### src/rtl/uart_sched_pkg.sv
// uart_sched_pkg: shared types and helpers for the uart_tx scheduler.
//   state_t       scheduler FSM encoding
//   DEF_*         default parameter values
//   rr_result_t   result of the round-robin search (found flag + index)
//   rr_next()     wrap-around first-set search starting after 'last'
package uart_sched_pkg;

    typedef enum logic [1:0] {
        S_ARB   = 2'd0,
        S_ISSUE = 2'd1,
        S_DRAIN = 2'd2
    } state_t;

    localparam int DEF_NUM_REQ      = 4;
    localparam int DEF_LOCK_TIMEOUT = 65535;
    localparam int MAX_REQ          = 8;
    localparam int MAX_IDW          = 3;
    localparam int CNT_W            = 16;

    typedef struct packed {
        logic               found;
        logic [MAX_IDW-1:0] idx;
    } rr_result_t;

    // Scan last+1, last+2, ... wrapping at n; the first set bit wins.
    // 'last' itself is visited last, so a lone requester can win again.
    function automatic rr_result_t rr_next(input logic [MAX_REQ-1:0] req,
                                           input logic [MAX_IDW-1:0] last,
                                           input int unsigned        n);
        rr_result_t  r;
        logic [3:0]  j;
        r.found = 1'b0;
        r.idx   = '0;
        for (int unsigned k = 1; k <= MAX_REQ; k++) begin
            j = 4'({1'b0, last}) + 4'(k);
            if (32'(j) >= n) j = j - 4'(n);
            if (k <= n && !r.found && req[j[MAX_IDW-1:0]]) begin
                r.found = 1'b1;
                r.idx   = j[MAX_IDW-1:0];
            end
        end
        return r;
    endfunction

endpackage

### src/rtl/uart_tx_sched_if.sv
// uart_tx_sched_if: requester and uart_tx handshake bundle.
//   req/req_lock/req_data  per-requester byte offer and lock request
//   ack/grant_id/locked    capture pulse and current ownership
//   tx_data/tx_send        registered command to uart_tx
//   tx_ready               uart_tx idle indication
// master: requesters plus uart_tx side; slave: the scheduler.
interface uart_tx_sched_if
    import uart_sched_pkg::*;
#(
    parameter int NUM_REQ = DEF_NUM_REQ,
    parameter int IDW     = $clog2(NUM_REQ)
);
    logic [NUM_REQ-1:0]   req;
    logic [NUM_REQ-1:0]   req_lock;
    logic [NUM_REQ*8-1:0] req_data;
    logic [NUM_REQ-1:0]   ack;
    logic [IDW-1:0]       grant_id;
    logic                 locked;
    logic [7:0]           tx_data;
    logic                 tx_send;
    logic                 tx_ready;

    modport master (
        output req, req_lock, req_data, tx_ready,
        input  ack, grant_id, locked, tx_data, tx_send
    );

    modport slave (
        input  req, req_lock, req_data, tx_ready,
        output ack, grant_id, locked, tx_data, tx_send
    );
endinterface

### src/rtl/uart_rr_pick.sv
// uart_rr_pick: combinational round-robin picker.
//   req     request vector
//   last    index granted last time (searched after everything else)
//   winner  chosen index, valid when found=1
//   found   at least one request set
module uart_rr_pick
    import uart_sched_pkg::*;
#(
    parameter int NUM_REQ = DEF_NUM_REQ,
    parameter int IDW     = $clog2(NUM_REQ)
) (
    input  logic [NUM_REQ-1:0] req,
    input  logic [IDW-1:0]     last,
    output logic [IDW-1:0]     winner,
    output logic               found
);
    rr_result_t res;

    always_comb begin
        res = rr_next(MAX_REQ'(req), MAX_IDW'(last), NUM_REQ);
    end

    assign winner = IDW'(res.idx);
    assign found  = res.found;
endmodule

### src/rtl/uart_tx_sched.sv
// uart_tx_sched: shares one uart_tx among NUM_REQ byte producers.
//   clk, reset_n  clock, asynchronous active-low reset
//   bus (slave)   requester handshake and uart_tx command/status
// Round-robin arbitration with an optional per-owner lock so that
// multi-byte messages go out contiguously; an idle lock expires after
// LOCK_TIMEOUT arbitration cycles.
//
// state   | meaning
// S_ARB   | uart_tx idle: pick a byte, capture it, raise tx_send
// S_ISSUE | tx_send held until uart_tx drops tx_ready (send started)
// S_DRAIN | tx_send low, waiting for uart_tx to return to idle
module uart_tx_sched
    import uart_sched_pkg::*;
#(
    parameter int NUM_REQ      = DEF_NUM_REQ,
    parameter int IDW          = $clog2(NUM_REQ),
    parameter int LOCK_TIMEOUT = DEF_LOCK_TIMEOUT
) (
    input  logic              clk,
    input  logic              reset_n,
    uart_tx_sched_if.slave    bus
);
    state_t             state, state_nxt;
    logic [7:0]         tx_data_q, tx_data_nxt;
    logic               tx_send_q, tx_send_nxt;
    logic [NUM_REQ-1:0] ack_q, ack_nxt;
    logic [IDW-1:0]     grant_q, grant_nxt;
    logic               locked_q, locked_nxt;
    logic [CNT_W-1:0]   cnt_q, cnt_nxt;

    logic [IDW-1:0]     pick_win;
    logic               pick_found;
    logic [7:0]         req_byte [NUM_REQ];
    logic               take;
    logic [IDW-1:0]     win;

    uart_rr_pick #(.NUM_REQ(NUM_REQ), .IDW(IDW)) u_pick (
        .req    (bus.req),
        .last   (grant_q),
        .winner (pick_win),
        .found  (pick_found)
    );

    always_comb begin
        for (int i = 0; i < NUM_REQ; i++) begin
            req_byte[i] = bus.req_data[i*8 +: 8];
        end
    end

    always_ff @(posedge clk or negedge reset_n) begin
        if (!reset_n) begin
            state     <= S_ARB;
            tx_data_q <= '0;
            tx_send_q <= 1'b0;
            ack_q     <= '0;
            grant_q   <= IDW'(NUM_REQ - 1);
            locked_q  <= 1'b0;
            cnt_q     <= '0;
        end else begin
            state     <= state_nxt;
            tx_data_q <= tx_data_nxt;
            tx_send_q <= tx_send_nxt;
            ack_q     <= ack_nxt;
            grant_q   <= grant_nxt;
            locked_q  <= locked_nxt;
            cnt_q     <= cnt_nxt;
        end
    end

    always_comb begin
        state_nxt   = state;
        tx_data_nxt = tx_data_q;
        tx_send_nxt = tx_send_q;
        ack_nxt     = '0;
        grant_nxt   = grant_q;
        locked_nxt  = locked_q;
        cnt_nxt     = cnt_q;
        take        = 1'b0;
        win         = pick_win;

        case (state)
            S_ARB: begin
                if (bus.tx_ready) begin
                    if (locked_q) begin
                        // Owner request beats a same-cycle timeout expiry.
                        if (bus.req[grant_q]) begin
                            take = 1'b1;
                            win  = grant_q;
                        end else if (cnt_q == CNT_W'(LOCK_TIMEOUT - 1)) begin
                            locked_nxt = 1'b0;
                            cnt_nxt    = '0;
                        end else begin
                            cnt_nxt = cnt_q + 1'b1;
                        end
                    end else if (pick_found) begin
                        take = 1'b1;
                    end
                end
                if (take) begin
                    tx_data_nxt  = req_byte[win];
                    ack_nxt[win] = 1'b1;
                    grant_nxt    = win;
                    locked_nxt   = bus.req_lock[win];
                    cnt_nxt      = '0;
                    tx_send_nxt  = 1'b1;
                    state_nxt    = S_ISSUE;
                end
            end
            S_ISSUE: begin
                if (!bus.tx_ready) begin
                    tx_send_nxt = 1'b0;
                    state_nxt   = S_DRAIN;
                end
            end
            S_DRAIN: begin
                if (bus.tx_ready) state_nxt = S_ARB;
            end
            default: state_nxt = S_ARB;
        endcase
    end

    assign bus.tx_data  = tx_data_q;
    assign bus.tx_send  = tx_send_q;
    assign bus.ack      = ack_q;
    assign bus.grant_id = grant_q;
    assign bus.locked   = locked_q;
endmodule
### src/flat_wrapper.sv
// flat-port wrapper written by rule: the top's interface ports become plain ports
module uart_tx_sched_flat import uart_sched_pkg::*;
#(
    parameter int NUM_REQ      = DEF_NUM_REQ,
    parameter int IDW          = $clog2(NUM_REQ),
    parameter int LOCK_TIMEOUT = DEF_LOCK_TIMEOUT
)
  (clk, reset_n, bus_req, bus_req_lock, bus_req_data, bus_tx_ready, bus_ack, bus_grant_id, bus_locked, bus_tx_data, bus_tx_send);
  uart_tx_sched_if #(.NUM_REQ(NUM_REQ), .IDW(IDW)) bus_i ();
  input  logic clk;
  input  logic reset_n;
  input wire logic [$bits(bus_i.req)-1:0] bus_req;
  input wire logic [$bits(bus_i.req_lock)-1:0] bus_req_lock;
  input wire logic [$bits(bus_i.req_data)-1:0] bus_req_data;
  input wire logic [$bits(bus_i.tx_ready)-1:0] bus_tx_ready;
  output wire logic [$bits(bus_i.ack)-1:0] bus_ack;
  output wire logic [$bits(bus_i.grant_id)-1:0] bus_grant_id;
  output wire logic [$bits(bus_i.locked)-1:0] bus_locked;
  output wire logic [$bits(bus_i.tx_data)-1:0] bus_tx_data;
  output wire logic [$bits(bus_i.tx_send)-1:0] bus_tx_send;
  assign bus_i.req = bus_req;
  assign bus_i.req_lock = bus_req_lock;
  assign bus_i.req_data = bus_req_data;
  assign bus_i.tx_ready = bus_tx_ready;
  assign bus_ack = bus_i.ack;
  assign bus_grant_id = bus_i.grant_id;
  assign bus_locked = bus_i.locked;
  assign bus_tx_data = bus_i.tx_data;
  assign bus_tx_send = bus_i.tx_send;
  uart_tx_sched #(.NUM_REQ(NUM_REQ), .IDW(IDW), .LOCK_TIMEOUT(LOCK_TIMEOUT)) u_core (.clk(clk), .reset_n(reset_n), .bus(bus_i));
endmodule
### config.mk
export PLATFORM = sky130hd
export DESIGN_NAME = uart_tx_sched_flat
export DESIGN_NICKNAME = d
export VERILOG_FILES = /design/src/rtl/uart_sched_pkg.sv /design/src/rtl/uart_tx_sched_if.sv /design/src/rtl/uart_rr_pick.sv /design/src/rtl/uart_tx_sched.sv /design/src/flat_wrapper.sv
export SDC_FILE = /design/constraint.sdc
export NUM_CORES = 1
export LEC_CHECK = 0
export CORE_MARGIN = 3
export CORE_UTILIZATION = 36
export DETAILED_ROUTE_END_ITERATION = 12
export PLACE_DENSITY_LB_ADDON = 0.25
export SKIP_LAST_GASP = 1
export SYNTH_ARGS = -nofsm -noshare
export SYNTH_HDL_FRONTEND = slang
export SYNTH_SLANG_ARGS = --single-unit
### constraint.sdc
create_clock -name clk -period 3.15 [get_ports clk]
set_clock_uncertainty 0.1 [all_clocks]
set_input_delay 0.63 -clock clk [delete_from_list [all_inputs] [get_ports clk]]
set_output_delay 0.63 -clock clk [all_outputs]
set_load 0.01 [all_outputs]
Word-level counts from Yosys, hierarchy flattened --
Cells that the tools add are included.
Word-level totals: flip-flop bits (word level) 34, input port bits 43, output and inout bits 16, logic and storage cells 105
Cells by class: add/sub/neg operators 9, $lt $le $gt $ge 12, eq/ne operators 7, mux-type cells 53, bitwise gates (word level) 1, reduce and logical (&&, ||, !) cells 16
Operators with widths (count):
- 16-bit two-way mux | 5
- 4-bit two-way mux | 6
- 1-bit two-way mux | 19
- 16-bit by 1-bit adder with 16-bit output, second input constant | 1
- 8-bit binary-select mux with 2-bit select | 1
- 16-bit == test, second input constant | 1
- 3-bit by 4-bit < comparator with 1-bit output, second input constant | 4
- 8-bit two-way mux | 2
- 2-bit two-way mux | 7
- 1-bit binary-select mux with 3-bit select | 4
- 3-bit two-way mux | 4
- 3-bit subtractor, second input constant | 4
- 3-bit >= comparator, second input constant | 3
- 4-bit by 3-bit >= comparator with 1-bit output, second input constant | 2
- 2-bit != test, second input constant | 4
- 2-bit by 2-bit adder with 3-bit output, second input constant | 2
- 2-bit by 3-bit < comparator with 1-bit output, second input constant | 2
- 2-bit case mux with 3 select lines | 1
- 3-bit AND reduction | 2
- 2-bit nonzero test | 3
- 2-bit by 3-bit adder with 4-bit output, second input constant | 1
- 1-bit binary-select mux with 2-bit select | 2
- 1-bit logical AND | 4
- 2-bit AND reduction | 2
- 10 further kinds | 12

Longest topological paths before layout --
Gate-level depths: netlist of the first run.
word-level depth 25, mapped depth 11, gate-level depth less buffers 8

Modules after synthesis --
Synthesis of the first run repeated with hierarchy kept, for this count alone.
Second synthesis, totals: cell total of the unflattened synthesis 226, area, all modules 2174.6 µm²
By module, submodules not included:
- uart_tx_sched | instances 1, cells an instance 196, area each 1911.8 µm², seq. area each 853.3 µm²
- uart_rr_pick | instances 1, cells an instance 30, area each 262.8 µm², seq. area each 0.0 µm²

Least setup slack after synthesis of the first run --
No wires, ideal clock.
path type reg-to-reg, start point register u_core.grant_q[0] (netlist: u_core.bus.grant_id[0]), end point register u_core.cnt_q[7], setup time 91 ps, data arrival time 2833 ps, required time 2959 ps, slack 126 ps, cell stages (with the launch flop) 10, path buffers 3, clock period less this slack 3024 ps, cell sequence dfstp_2 buf_4 or3b_1 a222oi_1 o21bai_2 a21o_1 or2_1 buf_6 buf_8 o31ai_4
On the way: longest elaborated chain between the ends 21, elaborated cells on any way between the ends 46, those cells by class 8 x add/sub; 4 x order compare; 1 x eq/ne; 24 x mux; 9 x reduce/logical
RTL lines:
- start: declaration | line uart_tx_sched.sv:27 | logic [IDW-1:0] grant_q, grant_nxt;
- start signal: assignment | line uart_tx_sched.sv:56 | grant_q <= IDW'(NUM_REQ - 1);
- start signal: assignment | line uart_tx_sched.sv:64 | grant_q <= grant_nxt;
- 2-bit by 1-bit adder with 3-bit output | line uart_sched_pkg.sv:35 | j = 4'({1'b0, last}) + 4'(k);
- 4-bit by 3-bit >= comparator with 1-bit output or 3-bit subtractor (tied branches) | line uart_sched_pkg.sv:36 | if (32'(j) >= n) j = j - 4'(n);
- 3-bit two-way mux | line uart_sched_pkg.sv:36
- 1-bit binary-select mux with 3-bit select | line uart_sched_pkg.sv:37 | if (k <= n && !r.found && req[j[MAX_IDW-1:0]]) begin
- 1-bit two-way mux (implied by the code) | line uart_sched_pkg.sv:37
- 4-bit two-way mux | line uart_sched_pkg.sv:37
- 1-bit zero test | line uart_sched_pkg.sv:37
- 1-bit logical AND | line uart_sched_pkg.sv:37
- (+5 left out)
- 1-bit logical AND | line uart_sched_pkg.sv:37
- 4-bit two-way mux | line uart_sched_pkg.sv:37
- 1-bit two-way mux | line uart_tx_sched.sv:95 | end else if (pick_found) begin
- 1-bit two-way mux | line uart_tx_sched.sv:84 | if (locked_q) begin
- 1-bit two-way mux | line uart_tx_sched.sv:83 | if (bus.tx_ready) begin
- 1-bit two-way mux | line uart_tx_sched.sv:81 | case (state)
- 2-bit != test (no line) or 2-bit nonzero test (tied branches)
- 4-bit AND reduction (no line)
- end signal: assignment | line uart_tx_sched.sv:66 | cnt_q <= cnt_nxt;
- end: declaration | line uart_tx_sched.sv:29 | logic [CNT_W-1:0] cnt_q, cnt_nxt;
Parallel ways exist; a longest one is shown, timed or not. The select of a mux whose other input is x is not followed. A chain may end at the register's enable or synchronous reset.

Final worst setup path of the first run --
start point input port bus_req[2], end point register u_core.tx_data_q[3] (netlist: u_core.bus.tx_data[3])
On the way: longest elaborated chain between the ends 20, elaborated cells on any way between the ends 34, those cells by class 26 x mux; 1 x bitwise; 7 x reduce/logical
RTL lines:
- start: declaration | line flat_wrapper.sv:12 | input wire logic [$bits(bus_i.req)-1:0] bus_req;
- 1-bit binary-select mux with 3-bit select | line uart_sched_pkg.sv:37
- 1-bit two-way mux (implied by the code) | line uart_sched_pkg.sv:37
- 4-bit two-way mux | line uart_sched_pkg.sv:37
- 1-bit zero test | line uart_sched_pkg.sv:37
- 1-bit logical AND | line uart_sched_pkg.sv:37
- 4-bit two-way mux | line uart_sched_pkg.sv:37
- 1-bit zero test | line uart_sched_pkg.sv:37
- 1-bit logical AND | line uart_sched_pkg.sv:37
- (+3 left out)
- 4-bit two-way mux | line uart_sched_pkg.sv:37
- 2-bit two-way mux | line uart_tx_sched.sv:86 | if (bus.req[grant_q]) begin
- 2-bit two-way mux | line uart_tx_sched.sv:84
- 2-bit two-way mux | line uart_tx_sched.sv:83
- 2-bit two-way mux | line uart_tx_sched.sv:81
- 2-bit inverter with 3-bit output (implied by the code) | line uart_tx_sched.sv:100 | tx_data_nxt = req_byte[win];
- 8-bit binary-select mux with 2-bit select | line uart_tx_sched.sv:100
- 8-bit two-way mux (implied by the code) (2 in a row) | line uart_tx_sched.sv:100
- end signal: assignment | line uart_tx_sched.sv:61 | tx_data_q <= tx_data_nxt;
- end: declaration | line uart_tx_sched.sv:24 | logic [7:0] tx_data_q, tx_data_nxt;
Parallel ways exist; a longest one is shown, timed or not. The select of a mux whose other input is x is not followed.

==> results.toml, run 1 <==
[status]
outcome = "finished, final reports clean"

[timing]
finalCritPeriodShare_pct = 95.9
fmax_ghz = 0.331
finalSetupViolCount = 0
fin_crit_ns = 3.02
hold_viol = 0
drv_slew = 0
timing.hold.ws_ns = 0.431
worst_slew_pin_slew_ns = 0.444
slew_headroom_pct = 70.4

[clock_tree]
clock_latency_ns = 0.28
post-cts-setup-buffer-count = 0
cts_buffers = 5
cts.sinks = 34
cts_root_buffer = "clkbuf_8"
htreeDepth = 2
clockBufferDepth = 2
clk_pin_slew_ns = 0.07
cts_resized = 0
cts_hold_buf = 0
cts_tree = "built"

[synth]
synth_area_sq_um = 2330
synth_common_cells = "dfrtp_1 (32), nor2_1 (29), a211oi_1 (23)"
async_flop_share_pct = 100
ys_warn_count = 0
synth_cells = 251
synth_edf_count = 0
synth_top_area_share_pct = 34.3
yosysMostFrequentCell = "dfrtp_1"
yosys-top-cells-area = "dfrtp_1 (34%), a211oi_1 (7.4%), o31ai_4 (5.5%)"
syn_nets = 297
yosys.area.top_type = "dfrtp_1"
synth_ff_type = "dfrtp_1"
yosys_register_bits = 34
synth.distinct_cells = 57
ys_seq_area_share_pct = 36.6
avgSynthCellArea_sq_um = 9.29

[floorplanning]
io_pins = 59
row_count = 28
fp.dieW_microns = 86.5
core_sq_um = 6100
initial_core_util_pct = 38.3
die_area_sq_um = 7480
die_h_microns = 86.5

[grt]
grt_usage_pct = 17.4
antenna_found_initial = 0
grt_start_max_net_pins = 35
grt_pass1_vias = 2262
grt_pass1_wl_microns = 10700
grt_overflow = 0

[detailed_routing]
final_antenna_net_count = 0
wl_per_cell_microns = 14.7
drt_wl_total_microns = 6060
drc = 0
drtPass1Iterations = 4
drt-initial-drc-count = 170
vias = 2289
avgViaCountPerCell = 5.57

[cells_and_area]
postLayoutCoreUtil_pct = 54.8
diodes = 0
synthToLayoutAreaGrowth_pct = 43.1
nNetsFinal = 381
drive_above_1_share_pct = 19.9

[critical_path]
start_kind = "primary input"
critPathRequiredTime_ns = 3.20
worstRegToRegCells = 9
cp-end-kind = "flop"
critPathKind = "in2reg"
critPathMaxFanout = 13
worst_ep_arrival_time_ns = 3.07
worst-r2r-setup-slack_ns = 0.23

[power]
peakVddDrop_mv = 0.524
power.leakage_nw = 1.39
p_per_area_nw_per_um2 = 835

[worst_hold_path]
hold_path.class = "reg2reg"
min_path_cells = 1

[place]
dpl.hpwl_microns = 4570
portBuffers = 58
gp_congestion = 0.850

[run]
drv_cap = 0
-- path summary, 6_finish.rpt --
| path | start | end |
|---|---|---|
| max reg2reg | u_core.bus.grant_id[0] | u_core.bus.tx_data[3] |
| min in group asynchronous | reset_n | u_core.cnt_q[7] |
| min | u_core.state[1] | u_core.state[0] |
| min reg2reg | u_core.state[1] | u_core.state[0] |
| max in group asynchronous | reset_n | u_core.bus.grant_id[0] |
| max | bus_req[2] | u_core.bus.tx_data[3] |
-- worst max-delay path: stages --
cell	delay (ns)
clkdlybuf4s50_1	0.41
or3b_1	0.39
a222oi_1	0.38
buf_4	0.22
o21bai_2	0.12
nand4b_1	0.18
buf_12	0.16
buf_12	0.11
nor2_1	0.03
a2111oi_1	0.44
-- registers in the layout, summed over array words and instances (netlist names) --
name	flops
u_core.bus.tx_send	1
u_core.bus.tx_data	8
u_core.bus.grant_id	2
u_core.state	2
u_core.bus.locked	1
u_core.bus.ack	4
u_core.cnt_q	16
-- layout make-up --
class | instances | area [sq um]
clock inverters | 3 | 40.0
fillers | 548 | 2760
repair buffers | 95 | 896
multi-input cells | 183 | 1330
inverters | 16 | 60.1
clock buffers | 5 | 68.8
well taps | 75 | 93.8
flip-flops and latches | 34 | 853
-- per-stage QoR --
stage | std cells | instance area [sq um] | power (mW) | worst slack, ns | setup TNS, ns
6_report | 411 | 3340 | 2.79 | 0.128 | 0
5_1_grt | 411 | 3340 | 3.00 | -0.0613 | -0.0613
4_1_cts | 411 | 3330 | 2.78 | 0.0906 | 0
3_5_place_dp | 403 | 3220 | 2.37 | -0.195 | -1.01
3_3_place_gp | 403 | 3220 | 2.35 | -0.0644 | -0.457
2_1_floorplan | 251 | 2330 | 1.63 | 0.126 | 0
-- power breakdown --
group | switching, mW | internal (mW) | leakage (nW)
registers | 0.161 | 0.590 | 0.430
logic | 0.756 | 0.882 | 0.903
clock network | 0.165 | 0.233 | 0.0579
-- cells by family (layout without fill, tap and decap cells) --
group,after synthesis,count (layout),share of synthesized area [%]
DFF,34,34,36.6
AOI/OAI and AO/OA,81,81,30.7
and+or+nand+nor,90,90,19.1
adders and majority gates,3,3,1.61
xor gates and xnor gates,1,1,0.376
muxes,8,8,4.67
buffers and inverters,34,119,6.92
-- per-layer routing --
layer | share of wire, % | up-vias | global-route usage (%) | wire length (microns)
li1 | - | 1111 | - | -
met1 | 48 | 1092 | 25.2 | 2910
met2 | 45 | 78 | 26.1 | 2740
met3 | 5.6 | 8 | 3.90 | 339
met4 | 1.1 | 0 | 4.82 | 65
met5 | 0 | - | 0 | 0
-- placed cells by master (no fill, tap or decap), types with 10 or more instances in the layout --
cell / count
buf_4: 34
dfrtp_1: 32
nor2_1: 29
clkdlybuf4s50_1: 58
nand3_1: 10
o21ai_0: 14
inv_1: 16
a211oi_1: 23
nor3_1: 11
nand2_1: 13
Power figures use the tool's default switching activity.
==> run 2, diff against run 1 <==
- CTS_CLUSTER_DIAMETER: not set -> 150
==> results of run 2 <==
No change in the layout: final DEF, timing and power equal those of run 1.
==> run 3, diff against run 2 <==
- CORE_UTILIZATION: 36 -> 39
- TNS_END_PERCENT: not set -> 100
==> run 3 against run 2 <==
  * Cell count is 3.6% lower
  * Critical path depth down 1
  * Global-route usage is 0.12 points higher
  * Core utilization increased by 2.2 points
  * Non-clock buffer count decreased by 11
  * Sequential share of layout area up 0.99 points
  * Clock-buffer cell count is the same
  * Wire length down 2.0%
  * Hold slack got worse by 0.11 ns
==> results.toml, run 3 (same netlist as run 1, synthesis figures left out) <==
[floorplanning]
io_pins = 59
initial_core_util_pct = 41.3
die_h_microns = 83.3
fp.dieW_microns = 83.3
die_area_sq_um = 6940
core_sq_um = 5640
row_count = 27

[detailed_routing]
wl_per_cell_microns = 15.0
vias = 2212
drt-initial-drc-count = 146
avgViaCountPerCell = 5.59
drc = 0
drt_wl_total_microns = 5930
final_antenna_net_count = 0
drtPass1Iterations = 5

[cells_and_area]
multi_input_area_sq_um = 1320
diodes = 0
fillers = 499
drive_above_1_share_pct = 17.0
postLayoutCoreUtil_pct = 57.0
synthToLayoutAreaGrowth_pct = 37.8
mostFrequentLayoutCells = "clkdlybuf4s50_1 (57), dfrtp_1 (32), nor2_1 (29), a211oi_1 (23), buf_4 (23)"
ff_latch_area_sq_um = 853
nNetsFinal = 370
final_common_cell = "clkdlybuf4s50_1"
design_area_sq_um = 3210
top_register = "u_core.cnt_q"
largest_reg_flops = 16

[status]
outcome = "finished, final reports clean"

[place]
dpl.hpwl_microns = 4310
gp_congestion = 0.802
portBuffers = 58
dpl_cell_area_sq_um = 3130

[grt]
grt_overflow = 0
grt_pass1_wl_microns = 10200
antenna_found_initial = 0
grt_start_max_net_pins = 35
grt_pass1_vias = 2171
grt_usage_pct = 17.5

[critical_path]
worst-r2r-setup-slack_ns = 0.35
critPathTopFamily = "compound AO/OA/AOI/OAI gates"
cp_num_buf_inv = 3
worstRegToRegCells = 10
endpoint = "u_core.cnt_q[6]"
worst_ep_arrival_time_ns = 3.02
slowest_stage = "clkdlybuf4s50_1"
r2r-start = "u_core.bus.grant_id[0]"
critPathKind = "in2reg"
cp-end-kind = "flop"
start_kind = "primary input"
reg2reg_to = "u_core.bus.tx_data[6]"
critPathRequiredTime_ns = 3.23
critPathLaunch = "bus_req[2]"
critPathMaxFanout = 14
path_cells = "clkdlybuf4s50_1, or3b_1, a222oi_1, buf_4, o21bai_2, a21o_1, or2_1, buf_12, o41ai_2"
worst-path-stages = 9
slowest_delay_ns = 0.45

[power]
combPwrFrac_pct = 58.4
peakVddDrop_mv = 0.594
p_per_area_nw_per_um2 = 791
p_clk_share_pct = 12.0
sw_frac_of_total_pct = 40.9
seq_power_share_pct = 29.6
p_sw_mw = 1.04
finalPower_mw = 2.54
p_int_mw = 1.50
power.leakage_nw = 1.33

[timing]
hold_viol = 0
fin_crit_ns = 2.93
finalSetupViolCount = 0
fmax_ghz = 0.341
drv_slew = 0
fin_tns_setup_ns = 0
timing.hold.ws_ns = 0.326
slew_headroom_pct = 47.2
rsz0062_at_grt = "no"
finalCritPeriodShare_pct = 93.1
worst_slew_pin_slew_ns = 0.792

[clock_tree]
htreeDepth = 2
clock_latency_ns = 0.28
cts_hold_buf = 0
cts_tree = "built"
clockBufferDepth = 2
clk_pin_slew_ns = 0.08
cts_root_buffer = "clkbuf_8"
cts.sinks = 34
cts_buffers = 5

[worst_hold_path]
hold_path.class = "in2async"

[run]
drv_cap = 0
==> run 3: changes by cell type in the layout (fill, tap and decap cells not counted), sizes merged <==
| cell | before | now |
|---|---|---|
| buf | 37 | 27 |
| bufinv | 1 | 0 |
| clkdlybuf4s50 | 58 | 57 |
==> run 3: what timing repair did <==
action	4_1_cts	5_1_grt
setup endpoints to repair	0	6
buffers inserted	0	0
resized for setup	0	1
==> run 3: metal layers <==
metal,vias up,part of all wire (%),GRT usage [%]
met1,1057,47,23.2
met2,59,48,29.2
met5,-,0,0
li1,1092,-,-
met4,0,0.98,4.31
met3,4,4.2,3.67
==> run 3: cell type report <==
class / count / share of cell area [%]
multi-input cells: 183 / 41.2
inverters: 16 / 1.87
clock buffers: 5 / 2.14
clock inverters: 2 / 0.311
flip-flops and latches: 34 / 26.5
repair buffers: 84 / 25.1
well taps: 72 / 2.80
==> run 3: per-stage QoR <==
step / worst slack (ns) / cells
after detailed placement: -0.193 / 389
after global placement: -0.0733 / 389
after CTS: 0.126 / 396
after floorplan: 0.126 / 251
final: 0.219 / 396
after global routing: 0.0295 / 396
==> run 3: worst min path at each step <==
stage / from / end / cells past startpoint
global route: reset_n / u_core.cnt_q[11] / 1
finish: reset_n / u_core.cnt_q[12] / 1
detailed placement: u_core.cnt_q[15] / u_core.cnt_q[15] / 1
CTS: reset_n / u_core.cnt_q[11] / 1
global placement: u_core.cnt_q[15] / u_core.cnt_q[15] / 1
floorplan: reset_n / u_core.bus.ack[0] / 0
==> run 3: worst reg2reg max path: stages, from the launching register on <==
cell       delay (ns)
dfstp_2          0.66
inv_1            0.14
ha_1             0.23
nor2_1           0.18
a222oi_1         0.12
buf_4            0.17
o211a_1          0.22
o211ai_1         0.25
buf_12           0.17
a211oi_1         0.05
a2111oi_0        0.37
==> run 3: power groups by stage <==
| stage | sequential (mW) | combinational (mW) | clock, mW |
|---|---|---|---|
| detailed placement | 0.758 | 1.47 | 0 |
| global placement | 0.755 | 1.45 | 0 |
| CTS | 0.753 | 1.48 | 0.318 |
| finish | 0.752 | 1.49 | 0.306 |
| floorplan | 0.740 | 0.887 | 0 |
| global route | 0.782 | 1.63 | 0.344 |
